--- config.mk ---
export PLATFORM = sky130hd
export DESIGN_NAME = display_mux_driver_flat
export DESIGN_NICKNAME = d
export VERILOG_FILES = /design/src/rtl/display_mux_driver_if.sv /design/src/rtl/display_mux_driver.sv /design/src/flat_wrapper.sv
export SDC_FILE = /design/constraint.sdc
export NUM_CORES = 1
export LEC_CHECK = 0
export CAP_MARGIN = 20
export CORE_UTILIZATION = 35
export CTS_BUF_LIST = sky130_fd_sc_hd__clkbuf_16
export DETAILED_ROUTE_END_ITERATION = 8
export MAX_ROUTING_LAYER = met4
export PLACE_DENSITY_LB_ADDON = 0.25
export SETUP_SLACK_MARGIN = 0.2
export SLEW_MARGIN = 20
export SYNTH_ARGS = -nofsm -noshare
export SYNTH_HDL_FRONTEND = slang
export SYNTH_SLANG_ARGS = --single-unit
--- constraint.sdc ---
create_clock -name clk -period 2.38 [get_ports clk]
set_clock_uncertainty 0.05 [all_clocks]
set_input_delay 0.476 -clock clk [delete_from_list [all_inputs] [get_ports clk]]
set_output_delay 0.476 -clock clk [all_outputs]
set_load 0.02 [all_outputs]
--- src/rtl/display_mux_driver_if.sv ---
// Signal bundle between the dual-digit display multiplexer and its host logic.
// The slave side is the multiplexer; the master side supplies switches and enable.
interface display_mux_driver_if;
  logic       en;
  logic [3:0] s1;
  logic [3:0] s2;
  logic       current_hex;
  logic [3:0] s1_q;
  logic [3:0] s2_q;
  logic       an1_n;
  logic       an2_n;
  logic [4:0] sum;
  logic       frame_tick;

  modport master (
    output en,
    output s1,
    output s2,
    input  current_hex,
    input  s1_q,
    input  s2_q,
    input  an1_n,
    input  an2_n,
    input  sum,
    input  frame_tick
  );

  modport slave (
    input  en,
    input  s1,
    input  s2,
    output current_hex,
    output s1_q,
    output s2_q,
    output an1_n,
    output an2_n,
    output sum,
    output frame_tick
  );
endinterface

--- src/rtl/display_mux_driver.sv ---
// Time-multiplexes two seven-segment digits with a blanking gap between them and
// snapshots the switch pair once per frame; every output is a register.
module display_mux_driver #(
  parameter int unsigned DIV_COUNT   = 24000,
  parameter int unsigned BLANK_COUNT = 480
) (
  input logic               clk,
  input logic               reset,
  display_mux_driver_if.slave bus
);

  localparam int unsigned CntMax =
    (DIV_COUNT > BLANK_COUNT) ? ((DIV_COUNT > 2) ? DIV_COUNT : 2)
                              : ((BLANK_COUNT > 2) ? BLANK_COUNT : 2);
  localparam int unsigned CntW = $clog2(CntMax);
  localparam logic [CntW-1:0] DivLast   = CntW'(DIV_COUNT - 1);
  localparam logic [CntW-1:0] BlankLast = CntW'((BLANK_COUNT == 0) ? 0 : BLANK_COUNT - 1);
  localparam bit HasBlank = (BLANK_COUNT != 0);

  typedef enum logic [1:0] {
    StShow0  = 2'd0,
    StBlank0 = 2'd1,
    StShow1  = 2'd2,
    StBlank1 = 2'd3
  } state_e;

  state_e          state_q, state_d;
  logic [CntW-1:0] cnt_q, cnt_d;
  logic            frame_d;

  logic            hex_q, hex_d;
  logic            an1_n_q, an1_n_d;
  logic            an2_n_q, an2_n_d;
  logic [3:0]      snap1_q, snap2_q;
  logic [4:0]      sum_q;
  logic            tick_q;

  // Sequencing: state and count only advance on enabled cycles.
  always_comb begin
    state_d = state_q;
    cnt_d   = cnt_q;
    frame_d = 1'b0;
    if (bus.en) begin
      unique case (state_q)
        StShow0: begin
          if (cnt_q == DivLast) begin
            cnt_d   = '0;
            state_d = HasBlank ? StBlank0 : StShow1;
          end else begin
            cnt_d = cnt_q + 1'b1;
          end
        end
        StBlank0: begin
          if (cnt_q == BlankLast) begin
            cnt_d   = '0;
            state_d = StShow1;
          end else begin
            cnt_d = cnt_q + 1'b1;
          end
        end
        StShow1: begin
          if (cnt_q == DivLast) begin
            cnt_d   = '0;
            state_d = HasBlank ? StBlank1 : StShow0;
            frame_d = !HasBlank;
          end else begin
            cnt_d = cnt_q + 1'b1;
          end
        end
        StBlank1: begin
          if (cnt_q == BlankLast) begin
            cnt_d   = '0;
            state_d = StShow0;
            frame_d = 1'b1;
          end else begin
            cnt_d = cnt_q + 1'b1;
          end
        end
        default: begin
          cnt_d   = '0;
          state_d = StShow0;
        end
      endcase
    end
  end

  // Outputs are decoded from the next state so they line up with the state register.
  // During blanking the select already points at the upcoming digit.
  always_comb begin
    an1_n_d = 1'b1;
    an2_n_d = 1'b1;
    hex_d   = hex_q;
    if (bus.en) begin
      unique case (state_d)
        StShow0: begin
          an1_n_d = 1'b0;
          hex_d   = 1'b0;
        end
        StBlank0: hex_d = 1'b1;
        StShow1: begin
          an2_n_d = 1'b0;
          hex_d   = 1'b1;
        end
        StBlank1: hex_d = 1'b0;
        default:  hex_d = 1'b0;
      endcase
    end
  end

  always_ff @(posedge clk or posedge reset) begin
    if (reset) begin
      state_q <= StShow0;
      cnt_q   <= '0;
      hex_q   <= 1'b0;
      an1_n_q <= 1'b0;
      an2_n_q <= 1'b1;
      snap1_q <= '0;
      snap2_q <= '0;
      sum_q   <= '0;
      tick_q  <= 1'b0;
    end else begin
      state_q <= state_d;
      cnt_q   <= cnt_d;
      hex_q   <= hex_d;
      an1_n_q <= an1_n_d;
      an2_n_q <= an2_n_d;
      tick_q  <= frame_d;
      if (frame_d) begin
        snap1_q <= bus.s1;
        snap2_q <= bus.s2;
        sum_q   <= {1'b0, bus.s1} + {1'b0, bus.s2};
      end
    end
  end

  assign bus.current_hex = hex_q;
  assign bus.an1_n       = an1_n_q;
  assign bus.an2_n       = an2_n_q;
  assign bus.s1_q        = snap1_q;
  assign bus.s2_q        = snap2_q;
  assign bus.sum         = sum_q;
  assign bus.frame_tick  = tick_q;

endmodule

--- src/flat_wrapper.sv ---
// flat-port wrapper written by rule: the top's interface ports become plain ports
module display_mux_driver_flat 
#(
  parameter int unsigned DIV_COUNT   = 24000,
  parameter int unsigned BLANK_COUNT = 480
)
  (clk, reset, bus_en, bus_s1, bus_s2, bus_current_hex, bus_s1_q, bus_s2_q, bus_an1_n, bus_an2_n, bus_sum, bus_frame_tick);
  display_mux_driver_if bus_i ();
  input logic clk;
  input logic reset;
  input wire logic [$bits(bus_i.en)-1:0] bus_en;
  input wire logic [$bits(bus_i.s1)-1:0] bus_s1;
  input wire logic [$bits(bus_i.s2)-1:0] bus_s2;
  output wire logic [$bits(bus_i.current_hex)-1:0] bus_current_hex;
  output wire logic [$bits(bus_i.s1_q)-1:0] bus_s1_q;
  output wire logic [$bits(bus_i.s2_q)-1:0] bus_s2_q;
  output wire logic [$bits(bus_i.an1_n)-1:0] bus_an1_n;
  output wire logic [$bits(bus_i.an2_n)-1:0] bus_an2_n;
  output wire logic [$bits(bus_i.sum)-1:0] bus_sum;
  output wire logic [$bits(bus_i.frame_tick)-1:0] bus_frame_tick;
  assign bus_i.en = bus_en;
  assign bus_i.s1 = bus_s1;
  assign bus_i.s2 = bus_s2;
  assign bus_current_hex = bus_i.current_hex;
  assign bus_s1_q = bus_i.s1_q;
  assign bus_s2_q = bus_i.s2_q;
  assign bus_an1_n = bus_i.an1_n;
  assign bus_an2_n = bus_i.an2_n;
  assign bus_sum = bus_i.sum;
  assign bus_frame_tick = bus_i.frame_tick;
  display_mux_driver #(.DIV_COUNT(DIV_COUNT), .BLANK_COUNT(BLANK_COUNT)) u_core (.clk(clk), .reset(reset), .bus(bus_i));
endmodule
==> results.toml, run 1 <==
[status]
status = "complete, no violations"

[global_route]
grt_usage_pct = 15.5
grt_max_degree = 24
grt_pass1_vias = 1305
top_usage_layer = "met2"
met2_usage_pct = 25.2
grtUsageMet1_pct = 17.8
use_met3_pct = 5.49
grt_overflow = 0
grt_pass1_wl_um = 5810
antenna_found_initial = 0

[drt]
wl_per_cell_um = 14.1
vias_per_cell = 5.22
drcViolationCount = 0
drt-total-wl_um = 3430
antenna_left = 0
dr.first_iter.drc_count = 65
routed-via-count = 1274
first_pass_iters = 4

[synth]
yosysTopAreaCell = "dfrtp_1"
ys_seq_elements = 34
yosysTopAreaCellShare_pct = 48.5
seq_area_frac_synth_pct = 50.0
synthCells = 147
avgSynthCellArea_um2 = 11.6
synthTopCellsByArea = "dfrtp_1 48%, mux2_4 5.3%, ha_1 5.1%"
syn_nets = 166
netlist-cell-type-count = 36
synthesis.area_mm2 = 0.00170
yosys_warnings = 0

[place]
placed_area_mm2 = 0.00209
io_buffer_count = 27
dp.cells = 233
gp_congestion = 0.833
dpl_worst_slack_ps = -79.9
dp_hpwl_um = 2460

[hold_path]
hp-class = "flip-flop to flip-flop"

[power_and_ir_drop]
p_per_area_mw_per_mm2 = 703
ir_drop_v = 0.000427
p_leak_nw = 1.07

[setup_path]
path_buf_inv = 0
cp_slowest_cell = "dfrtp_1"
critical_path.top_delay_family = "simple AND/OR/NAND/NOR gates"
path_cells = "ha_4 -> and4_4 -> nand3_4 -> nor4_4 -> o21ai_2 -> ha_1 -> mux2_2"
ff2ff_setup_slack_ps = 270
end_kind = "flip-flop"
cp_slowest_stage_delay_ps = 420
cp.required_ps = 2480
startpoint_type = "flip-flop"
cp_max_fo = 4
path_class = "flip-flop to flip-flop"
worst-endpoint-arrival_ps = 2210

[die]
die_h_um = 71.8
initial_utilization_pct = 36.3
num_rows = 25
core_area_mm2 = 0.00469
die_area_mm2 = 0.00515
die_w_um = 71.8
ios = 28

[cts]
htree_levels = 2
cts.sinks = 34
root_buffer = "clkbuf_16"
cts_hold_buffers = 0
cts_buffers = 5
cts_tree = "built"
clk_latency_ps = 270
clk_pin_slew_ps = 50
clk_path_buf_depth = 2

[timing]
rsz0062_at_grt = "false"
worst_pin_slew_ps = 506
fin_crit_ps = 2110
worst_slack_ps = 274
fmax_ghz = 0.475
finalHoldViolations = 0
slew_violations = 0
setup_tns_ps = 0
setup_viol_count_final = 0
maxSlewHeadroom_pct = 66.3
finalCritPeriodShare_pct = 88.5

[job]
maxCapViolCount = 0

[final_layout]
fin_cells = 244
final_net_count = 208
n_antenna_cell = 0
fin_util_pct = 49.0
n_fill_cell = 451
postLayoutCellArea_mm2 = 0.00230
drive_above_1_share_pct = 21.6
area_growth_syn_to_layout_pct = 34.9
==> area by class of cell <==
| class | count | area [um^2] | area share, % |
|---|---|---|---|
| Sequential cell | 34 | 853 | 37.1 |
| Multi-Input combinational cell | 103 | 852 | 37.1 |
| Timing Repair Buffer | 37 | 360 | 15.7 |
| Clock buffer | 5 | 125 | 5.44 |
| Tap cell | 54 | 67.6 | 2.94 |
| Inverter | 8 | 30.0 | 1.31 |
| Clock inverter | 3 | 11.3 | 0.490 |
==> power breakdown <==
part / switching [W] / internal (W) / total (W)
registers: 0.000109 / 0.000641 / 0.000750
logic: 0.000118 / 0.000154 / 0.000272
clock network: 0.000218 / 0.000376 / 0.000593
==> synthesized netlist by cell type (all sizes together) <==
| cell | number |
|---|---|
| dfrtp | 33 |
| mux2 | 11 |
| o21ai | 10 |
| nand2 | 9 |
| nand3 | 9 |
| nor2 | 9 |
| xnor2 | 9 |
| inv | 8 |
| ha | 7 |
| nand4 | 5 |
| xor2 | 5 |
| a21oi | 4 |
| and4 | 3 |
| nor3 | 3 |
| nor4 | 3 |
| and4bb | 2 |
| buf | 2 |
| nand2b | 2 |
| or3 | 2 |
| a211oi | 1 |
| a21o | 1 |
| and3 | 1 |
| dfstp | 1 |
| fa | 1 |
| mux2i | 1 |
| nor2b | 1 |
| nor4b | 1 |
| o21a | 1 |
| o31ai | 1 |
| or4 | 1 |
==> worst register-to-register path, stage by stage (launching register included) <==
cell and delay, ps:
dfrtp_1 420, ha_4 170, and4_4 250, nand3_4 90, nor4_4 350, o21ai_2 110, ha_1 290, mux2_2 260
==> path summary, 6_finish.rpt <==
kind / from / end / depth (start not counted)
worst max-delay path: u_core.cnt_q[0] / u_core.bus.current_hex / 7
worst min-delay path: u_core.bus.sum[4] / u_core.bus.sum[4] / 1
worst max register to register: u_core.cnt_q[0] / u_core.bus.current_hex / 7
worst min register to register: u_core.bus.sum[4] / u_core.bus.sum[4] / 1
max in group asynchronous: reset / u_core.bus.an2_n / 3
min in group asynchronous: reset / u_core.cnt_q[2] / 2
==> what timing repair did <==
item / in CTS / in global routing
endpoints found under the setup margin: 1 / 1
buffers inserted: 0 / 3
gates resized for setup: 1 / 10
pin swaps: 0 / 3
==> cell families (layout without fill, tap and decap cells) <==
logic type / count (synthesis) / count (layout) / share of synthesized area [%]
compound gates: 18 / 18 / 6.61
xor+xnor: 14 / 14 / 7.20
fa+ha+maj: 8 / 8 / 6.31
buf+inv: 10 / 53 / 2.72
flops: 34 / 34 / 50.0
mux: 12 / 12 / 9.18
simple gates: 51 / 51 / 18.0
==> state kept, by name, indices dropped and copies added, names as in the netlist <==
signal / count
u_core.bus.an2_n: 1
u_core.bus.s2_q: 4
u_core.bus.s1_q: 4
u_core.bus.frame_tick: 1
u_core.bus.an1_n: 1
u_core.state_q: 2
u_core.cnt_q: 15
u_core.bus.sum: 5
u_core.bus.current_hex: 1
==> metrics by stage <==
stage | total power (W) | hold WS (ps)
3_5_place_dp | 0.000966 | 443
5_1_grt | 0.00172 | 474
4_1_cts | 0.00157 | 463
2_1_floorplan | 0.000880 | 420
6_report | 0.00162 | 457
3_3_place_gp | 0.000949 | 441
==> metal layers <==
layer	part of all wire (%)	wire length (um)
met1	43	1460
met2	52	1790
met5	0	0
met4	0.61	21
met3	4.5	153
==> placed cells by master, fill, tap and decap left out, types with 2 or more instances in the layout <==
cell type	n
dfrtp_1	32
clkdlybuf4s50_1	26
nor2_1	9
xnor2_1	9
o21ai_0	9
buf_4	9
nand2_1	8
nand3_1	8
inv_1	8
mux2_4	6
ha_1	6
nand4_1	5
xor2_1	5
mux2_2	5
clkbuf_16	5
a21oi_1	4
nor3_1	3
clkinv_1	3
or3_1	2
and4_4	2
nor4_1	2
(Power assumes the default switching activity.)
==> run 2, diff against run 1 <==
GPL_ROUTABILITY_DRIVEN = 1   (was unset)
clock period = 2.3 ns   (was 2.38 ns; I/O delays follow)
==> results.toml, run 2 (synthesis results as in run 1) <==
[place]
placed_area_mm2 = 0.00211
io_buffer_count = 27
dp_hpwl_um = 2440
gp_congestion = 0.812
dpl_worst_slack_ps = -154

[global_route]
grt_max_degree = 24
grt_overflow = 0
antenna_found_initial = 0
grtUsageMet1_pct = 18.5
grt_pass1_vias = 1336
use_met3_pct = 2.67
top_usage_layer = "met2"
grt_usage_pct = 15.6
grt_pass1_wl_um = 5870
met2_usage_pct = 24.6

[final_layout]
final_net_count = 211
fin_util_pct = 49.6
layout_common_cells = "31 x dfrtp_1, 26 x clkdlybuf4s50_1, 12 x buf_4"
layout_commonest_cell = "dfrtp_1"
area_growth_syn_to_layout_pct = 36.6
postLayoutCellArea_mm2 = 0.00233
regMostFlops = "u_core.cnt_q"
drive_above_1_share_pct = 23.8
largest_reg_flops = 15
n_antenna_cell = 0

[setup_path]
path_cells = "or3_1 -> nor4_4 -> o21ai_1 -> ha_1 -> mux2_2"
end_kind = "flip-flop"
cp_slowest_cell = "or3_1"
cp_slowest_stage_delay_ps = 490
startpoint_type = "flip-flop"
path_class = "flip-flop to flip-flop"
cp_max_fo = 6
worst-endpoint-arrival_ps = 2140
cp.required_ps = 2410

[status]
status = "complete, no violations"

[drt]
dr.first_iter.drc_count = 61
wl_per_cell_um = 13.9
vias_per_cell = 5.21
drcViolationCount = 0
antenna_left = 0
first_pass_iters = 4
routed-via-count = 1287
drt-total-wl_um = 3430

[timing]
finalCritPeriodShare_pct = 88.3
slew_violations = 0
worst_pin_slew_ps = 507
whs_ps = 455
rsz0062_at_grt = "false"
fin_crit_ps = 2030
maxSlewHeadroom_pct = 66.2
setup_viol_count_final = 0
worst_slack_ps = 268
fmax_ghz = 0.492
finalHoldViolations = 0

[power_and_ir_drop]
p_leak_nw = 1.09
p_per_area_mw_per_mm2 = 730
ir_drop_v = 0.000439

[cts]
clk_path_buf_depth = 2
cts_tree = "built"
htree_levels = 2
root_buffer = "clkbuf_16"
clk_pin_slew_ps = 50
cts_buffers = 5
clk_latency_ps = 280
cts.sinks = 34

[die]
num_rows = 25
initial_utilization_pct = 36.3
die_area_mm2 = 0.00515
die_h_um = 71.8
core_area_mm2 = 0.00469
die_w_um = 71.8
ios = 28

[hold_path]
hp-class = "flip-flop to flip-flop"

[job]
maxCapViolCount = 0
run 2: cell types whose count changed in the layout (fill, tap and decap cells not counted):
cell / previous run / this run
buf_4: 9 / 12
clkinv_1: 3 / 1
clkinv_2: 0 / 1
dfrtp_1: 32 / 31
dfrtp_2: 1 / 2
inv_1: 8 / 9
o21ai_1: 0 / 1
o21ai_2: 1 / 0
xnor2_1: 9 / 8
xnor2_2: 0 / 1
run 2: cell type report:
class | count | area (um^2)
fill | 424 | 2360
sequential | 34 | 855
multi-input combinational | 103 | 856
inverter | 8 | 30.0
clock buffer | 5 | 125
clock inverter | 3 | 12.5
tap | 54 | 67.6
timing repair buffer | 40 | 383
run 2: path summary, 6_finish.rpt:
kind | startpoint | to | slack (ps) | cells after the start
max reg2reg | u_core.cnt_q[9] | u_core.bus.current_hex | 270 | 5
min in group asynchronous | reset | u_core.cnt_q[0] | 470 | 2
max in group asynchronous | reset | u_core.bus.an2_n | 1160 | 3
min | u_core.cnt_q[13] | u_core.cnt_q[13] | 450 | 1
min reg2reg | u_core.cnt_q[13] | u_core.cnt_q[13] | 450 | 1
max | u_core.cnt_q[9] | u_core.bus.current_hex | 270 | 5
run 2: critical path, delay by kind of cell (launching register included):
family	cells	cell delay (ps)
AO/OA/AOI/OAI	1	130
multiplexers	1	270
AND/OR/NAND/NOR	2	750
flip-flops	1	430
adder cells (fa/ha/maj)	1	280
run 2: per-stage QoR:
step	setup TNS [ps]	total power, W	std cells
6_report	0	0.00170	247
5_1_grt	0	0.00180	247
4_1_cts	0	0.00164	243
3_5_place_dp	-154	0.00100	235
3_3_place_gp	-114	0.000987	235
2_1_floorplan	0	0.000910	147
run 2: report_power, final:
| group | switching, W | internal [W] |
|---|---|---|
| Combinational | 0.000131 | 0.000174 |
| Clock | 0.000236 | 0.000391 |
| Sequential | 0.000103 | 0.000665 |
| Total | 0.000471 | 0.00123 |
run 2: what timing repair did:
action	CTS	global route
hold buffers	0	0
pin swaps	0	5
setup endpoints to repair	1	14
endpoints found under the hold margin	0	0
buffers inserted	0	4
cloned	0	0
gates resized for setup	3	9
run 2: metal layers:
layer  wire length (um)  share of wire (%)
met5                  0                  0
met4                 58                1.7
met3                128                3.7
met2               1740                 51
met1               1500                 44
